[config.mk]
export PLATFORM = sky130hd
export DESIGN_NAME = fifo_rd_drain
export DESIGN_NICKNAME = d
export VERILOG_FILES = /design/src/rtl/fifo_rd_drain_pkg.sv /design/src/rtl/rd_skid_buf.sv /design/src/rtl/fifo_rd_drain.sv
export SDC_FILE = /design/constraint.sdc
export NUM_CORES = 1
export LEC_CHECK = 0
export CAP_MARGIN = 15
export CORE_MARGIN = 2
export CORE_UTILIZATION = 44
export CTS_BUF_LIST = sky130_fd_sc_hd__clkbuf_16
export DETAILED_ROUTE_END_ITERATION = 16
export HOLD_SLACK_MARGIN = 0.1
export PLACE_DENSITY = 0.75
export SKIP_CTS_REPAIR_TIMING = 1
export SLEW_MARGIN = 20
export SYNTH_ARGS = -nofsm -noshare
export SYNTH_HDL_FRONTEND = slang
export SYNTH_SLANG_ARGS = --single-unit
[constraint.sdc]
create_clock -name rclk -period 1.8 [get_ports rclk]
set_input_delay 0.54 -clock rclk [delete_from_list [all_inputs] [get_ports rclk]]
set_output_delay 0.54 -clock rclk [all_outputs]
set_load 0.1 [all_outputs]
[src/rtl/fifo_rd_drain_pkg.sv]
// Shared types and default sizing for the FIFO read-side drain block.
package fifo_rd_drain_pkg;

    typedef enum logic [1:0] {
        IDLE  = 2'd0,
        RUN   = 2'd1,
        FLUSH = 2'd2
    } drain_state_t;

    localparam int DEF_WIDTH = 8;
    localparam int DEF_DEPTH = 2;
    localparam int DEF_CNT_W = 16;

endpackage

[src/rtl/rd_skid_buf.sv]
// Small circular buffer between the FIFO head and the downstream port.
// Head entry is always visible on data_out; entries reset to zero.
module rd_skid_buf #(
    parameter int WIDTH = 8,
    parameter int DEPTH = 2
) (
    input  logic                     rclk,
    input  logic                     rreset,
    input  logic                     push,
    input  logic [WIDTH-1:0]         data_in,
    input  logic                     pop,
    output logic [WIDTH-1:0]         data_out,
    output logic [$clog2(DEPTH):0]   cnt
);

    localparam int PW = $clog2(DEPTH);
    localparam int CW = PW + 1;

    logic [WIDTH-1:0] mem_reg [DEPTH];
    logic [PW-1:0]    head_reg;
    logic [PW-1:0]    tail_reg;
    logic [CW-1:0]    cnt_reg;

    always_ff @(posedge rclk or posedge rreset) begin
        if (rreset) begin
            for (int i = 0; i < DEPTH; i++) begin
                mem_reg[i] <= '0;
            end
        end else if (push) begin
            mem_reg[tail_reg] <= data_in;
        end
    end

    // DEPTH is a power of two, so pointer arithmetic wraps on its own.
    always_ff @(posedge rclk or posedge rreset) begin
        if (rreset) begin
            head_reg <= '0;
            tail_reg <= '0;
            cnt_reg  <= '0;
        end else begin
            head_reg <= head_reg + PW'(pop);
            tail_reg <= tail_reg + PW'(push);
            cnt_reg  <= cnt_reg + CW'(push) - CW'(pop);
        end
    end

    assign data_out = mem_reg[head_reg];
    assign cnt      = cnt_reg;

endmodule

[src/rtl/fifo_rd_drain.sv]
// Read-domain consumer: pops a first-word-fall-through FIFO into a local
// buffer, presents words downstream, and supports a clean enable/flush stop.
module fifo_rd_drain
    import fifo_rd_drain_pkg::*;
#(
    parameter int WIDTH = DEF_WIDTH,
    parameter int DEPTH = DEF_DEPTH,
    parameter int CNT_W = DEF_CNT_W
) (
    input  logic             rclk,
    input  logic             rreset,
    input  logic             en,
    input  logic             empty,
    input  logic [WIDTH-1:0] rdata,
    output logic             pop,
    output logic             out_valid,
    output logic [WIDTH-1:0] out_data,
    input  logic             out_ready,
    output logic             idle,
    output logic [CNT_W-1:0] pop_cnt
);

    localparam int CW = $clog2(DEPTH) + 1;

    drain_state_t     state_reg;
    drain_state_t     state_next;
    logic [CW-1:0]    cnt;
    logic [CW-1:0]    cnt_next;
    logic             drain;
    logic [CNT_W-1:0] pop_cnt_reg;

    rd_skid_buf #(
        .WIDTH (WIDTH),
        .DEPTH (DEPTH)
    ) u_buf (
        .rclk     (rclk),
        .rreset   (rreset),
        .push     (pop),
        .data_in  (rdata),
        .pop      (drain),
        .data_out (out_data),
        .cnt      (cnt)
    );

    // pop is independent of out_ready, so no ready-to-pop combinational path.
    assign out_valid = (cnt != '0);
    assign drain     = out_valid & out_ready;
    assign pop       = (state_reg == RUN) & ~empty & (cnt < CW'(DEPTH));
    assign cnt_next  = cnt + CW'(pop) - CW'(drain);

    always_ff @(posedge rclk or posedge rreset) begin
        if (rreset) begin
            state_reg <= IDLE;
        end else begin
            state_reg <= state_next;
        end
    end

    always_comb begin
        state_next = state_reg;
        case (state_reg)
            IDLE:    if (en) state_next = RUN;
            RUN:     if (!en) state_next = FLUSH;
            FLUSH: begin
                if (en) begin
                    state_next = RUN;
                end else if (cnt_next == '0) begin
                    state_next = IDLE;
                end
            end
            default: state_next = IDLE;
        endcase
    end

    always_comb begin
        idle = (state_reg == IDLE);
    end

    always_ff @(posedge rclk or posedge rreset) begin
        if (rreset) begin
            pop_cnt_reg <= '0;
        end else if (pop) begin
            pop_cnt_reg <= pop_cnt_reg + CNT_W'(1);
        end
    end

    assign pop_cnt = pop_cnt_reg;

endmodule
After elaboration in Yosys (flattened, before gate mapping)
Index checks and enable logic that the tools add are counted.

storage, ports and cells
  flip-flop bits (word level) = 38
  input bits = 13
  output and inout port bits = 27

operators by class
  $add $sub $neg = 5
  order comparisons = 4
  eq/ne operators = 5
  multiplexer cells = 11
  bitwise operators = 6
  reduce and logical (&&, ||, !) cells = 5

operator list
  cell                                                       number
  two-way mux 8 bit                                          4
  adder 16 x 1 -> 16 bit (second input constant)             1
  bitwise mux 16 bit                                         1
  demux 8 bit (select 1 bit)                                 1
  two-way mux 2 bit                                          4
  case mux 2 bit (3 select lines)                            1
  greater-or-equal comparator 2 bit (second input constant)  2
  zero test 2 bit                                            2
  != test 2 bit (second input constant)                      2
  NOT 1 -> 2 bit                                             2
  bitwise AND 1 bit                                          3
  != test 3 bit (second input constant)                      1
  AND reduction 3 bit                                        1
  adder 1 bit                                                2
  adder 2 x 1 -> 2 bit                                       1
  == test 2 x 1 -> 1 bit (second input constant)             1
  == test 2 bit (second input constant)                      1
  < comparator 2 x 1 -> 1 bit (second input constant)        1
  < comparator 2 bit (second input constant)                 1
  nonzero test 2 bit                                         1
  subtractor 2 x 1 -> 2 bit                                  1
  logical AND 1 bit                                          1
  NOT 1 bit                                                  1

Logic depth before layout (Yosys ltp)
  word-level depth = 9
  mapped depth = 7
  depth with buffers taken out = 7

Modules after synthesis
From an unflattened synthesis, not the netlist that was laid out.

unflattened totals
  cells, all modules = 142
  area, all modules = 1891.8 sq um

modules (own cells, without submodules)
  module         instances  cells an instance  area an instance (sq um)  seq. area each (sq um)
  rd_skid_buf    1          58                 996.0                     500.5
  fifo_rd_drain  1          84                 895.9                     450.4

Least setup slack after synthesis
Ideal clock, no wire load.

  path type = input to register
  from = in empty
  to = reg u_buf.mem_reg[10] in the netlist's numbering
  arrival time = 2.836 ns
  required time = 1.675 ns
  slack = -1.161 ns
  stages = 4
  path through = nor4b_4 -> ha_1 -> clkbuf_1 -> mux2_2

on the way
  cells in the longest elaborated chain, start to end = 3

RTL lines
  item                             line                 text
  start, declared                  fifo_rd_drain.sv:13  input logic empty,
  NOT 1 bit                        fifo_rd_drain.sv:48  assign pop = (state_reg == RUN) & ~empty & (cnt < CW'(DEPTH));
  bitwise AND 1 bit (2 in series)  fifo_rd_drain.sv:48
  end signal, assigned by index    rd_skid_buf.sv:30    mem_reg[tail_reg] <= data_in;
  end, declared                    rd_skid_buf.sv:19    logic [WIDTH-1:0] mem_reg [DEPTH];

No other way between the ends.
A chain may end at the register's enable or synchronous reset.

Worst setup path after layout
  from = reg state_reg[1]
  to = out pop

on the way
  cells in the longest elaborated chain, start to end = 3

RTL lines
  item                             line                 text
  start, declared                  fifo_rd_drain.sv:25  drain_state_t state_reg;
  start signal, assigned           fifo_rd_drain.sv:55  state_reg <= state_next;
  == test 2 x 1 -> 1 bit           fifo_rd_drain.sv:48
  bitwise AND 1 bit (2 in series)  fifo_rd_drain.sv:48
  end, declared                    fifo_rd_drain.sv:15  output logic pop,

No other way between the ends.

==> run summary <==
unique cell type count in the Yosys netlist: 25
Final Slew Violations: 0
largest net degree at the start of global routing: 39
initial antenna violation count: 0
count of max-cap constraint violations: 0
final antenna diode count: 0
unrepaired setup endpoints after global routing: yes
number of nets in the finished design: 208
initial cell density of the core: 45.69%
post-synthesis simple-gate area fraction: 11.52%
master of the slowest instance on the critical path: dfrtp_2
delay contributed by the slowest stage of the critical path: 430 ps
core outline area: 3661 sq um
ports placed on the boundary: 40
combinational family with the most area after synthesis: multiplexers
total power divided by cell area: 2000 nW/um^2
failing checks: negative setup slack
commonest cells after routing, fill and taps aside: dfrtp_1 (36), buf_12 (29), buf_4 (16)
library cell occupying the most area in the post-synthesis netlist: dfrtp_1
compound-gate portion of the synthesized area: 0.7479%
mux share of post-synthesis cell area: 16.83%
leading cell type in the layout, fill and taps excluded: dfrtp_1
global-route wire length before repair: 5664 um
dpl cell area: 2554 sq um
required time of the worst setup path: 1260 ps
final setup vio count: 9
Hold Crit Class: flop to flop
combined area of all synthesized cells: 1673 sq um
CP Cell Sequence: nor4b_4, buf_6, buf_12
number of search-and-repair iterations in the first detailed-routing pass: 4
power consumption: 5.648 mW
post-synthesis cell count: 128
die outline area: 4311 sq um
vias in the first global route: 1174
data arrival time of the worst path: 1390 ps
total nets after synthesis: 144
transition time at the pin with the least slew margin: 355.9 ps
Leakage: 1.285 nW
maximum operating frequency: 0.5189 GHz
Period Utilization, post-route: 107.1%
TritonCTS Buffers: 5
Port Buffers: 39
drt via density: 5.054
Mean Syn Cell Area: 13.07 sq um
clock sinks: 38
routed wire length per instance: 15.12 um
Skew-Pair Late Insertion Delay: 280 ps
Synth warnings: 0
share of cells above drive strength 1: 49.22%
area growth from synthesis to final layout: 68.81%
DIE WIDTH: 65.66 um
worst path bufs/invs: 2
relative slew slack: 76.05%
crit-path leading delay family: flip-flops
last weighted congestion value of the routability-driven placer: 0.7757
number of placement rows: 22
level count of the clock H-tree: 2
Crit Path Category: flop to primary output
share of the synthesized netlist area taken by xor and xnor gates: 9.948%
register clock-pin slew on the reported worst setup and hold paths: 50 ps
buffer depth of the longest clock path: 2
Max FO, Critical Path: 5
final clock skew: 4.391 ps
Setup WS post-layout: -127.3 ps
overall fraction of global-route tracks in use: 17.80%
post-layout min period: 1927 ps
top cells by area, synth: dfrtp_1 (57%), mux2_2 (17%), xnor2_1 (7.9%)
#FFs+latches synth: 38
Clk Tree Root Cell: clkbuf_16
post-detailed-route count of antenna-violating nets: 0
Starting DRT DRC Count: 25
via count: 1218
post-detail-place hpwl: 2443 um
grt total ovfl: 0
routed wire length: 3643 um
share of the synthesized area in the top cell type: 56.84%
die span in y: 65.66 um
startpoint type of the worst setup path: flop
sequential-to-total area share from yosys stat: 56.84%
capturing element type of the critical path: primary output
Final Instance Area: 2824 sq um
Post-Synth Adder-Cell Area: 2.244%
Residual DRC: 0
outcome: finished with violations
number of filler cells placed in the layout: 220
maximum ir drop on the vdd rail: 1.208 mV
TritonCTS clock tree: done
Hold Violations, Final: 0
## synth_stat cells
cell type,instances
nand2_2,1
nor2_1,3
nand2b_1,1
and4_1,1
ha_1,3
xor2_1,4
nor3_1,1
xnor2_1,15
clkbuf_1,2
inv_1,5
and2_1,1
a21oi_1,1
a21boi_0,1
nand4_1,4
mux2_2,25
nor4_1,1
nand2_1,7
nor2b_1,1
and3_1,2
buf_2,1
nand3b_1,1
nand3_1,7
or2_2,1
nor4b_4,1
dfrtp_1,38
## per-stage QoR
step | TNS, ps | utilization (%) | hold WS, ps | setup slack, ps | std cells
CTS | -3876 | 73.62 | 502.2 | -411.7 | 233
global route | -866.2 | 77.14 | 522.6 | -187.6 | 241
global placement | -8615 | 69.75 | 480.8 | -357.8 | 225
finish | -573.7 | 77.14 | 508.5 | -127.3 | 241
detailed placement | -10470 | 69.75 | 489.9 | -420.6 | 225
floorplan | -29230 | - | 473.7 | -979.9 | 128
## final timing paths
path | start | end | slack, ps | depth (start not counted)
setup / recovery | state_reg[1]$_DFFE_PP0P_ | pop | -130 | 3
hold / removal | u_buf.mem_reg[1]$_DFFE_PP0P_ | u_buf.mem_reg[1]$_DFFE_PP0P_ | 510 | 1
min in group asynchronous | rreset | state_reg[1]$_DFFE_PP0P_ | 620 | 3
setup reg to reg | state_reg[1]$_DFFE_PP0P_ | u_buf.mem_reg[13]$_DFFE_PP0P_ | 80 | 6
max in group asynchronous | rreset | u_buf.head_reg$_DFF_PP0_ | 990 | 3
hold reg to reg | u_buf.mem_reg[1]$_DFFE_PP0P_ | u_buf.mem_reg[1]$_DFFE_PP0P_ | 510 | 1
## kinds of logic after synthesis
group           count (synthesis)
simple gates                   33
mux                            25
fa+ha+maj                       3
compound gates                  2
buf+inv                         8
xor+xnor                       19
flops                          38
## report_power, final
group	switching [mW]	leakage (nW)	internal, mW	total, mW
Clock	0.324	0.0672	0.504	0.828
Combinational	1.99	0.738	1.47	3.46
Sequential	0.222	0.480	1.14	1.36
Total	2.54	1.29	3.11	5.65
## metal layers
metal | up-vias | share of wire [%] | wire (um) | global-route usage, %
met5 | - | 0 | 0 | 0
met4 | 0 | 1.3 | 49 | 7.031
met3 | 6 | 5.3 | 193 | 5.993
met2 | 31 | 53 | 1917 | 28.79
met1 | 616 | 41 | 1483 | 21.87
li1 | 565 | - | - | -
## cell type report
class                   instances  area (sq um)  area share, %
clock buffers                   5         125.1          4.431
clock inverters                 3         16.27         0.5760
multi-input cells              82         793.3          28.09
flip-flops and latches         38         953.4          33.76
inverters                       5         18.77         0.6646
well taps                      48         60.06          2.127
repair buffers                 60         857.1          30.35
No activity file was read; power rests on OpenSTA's default activity.
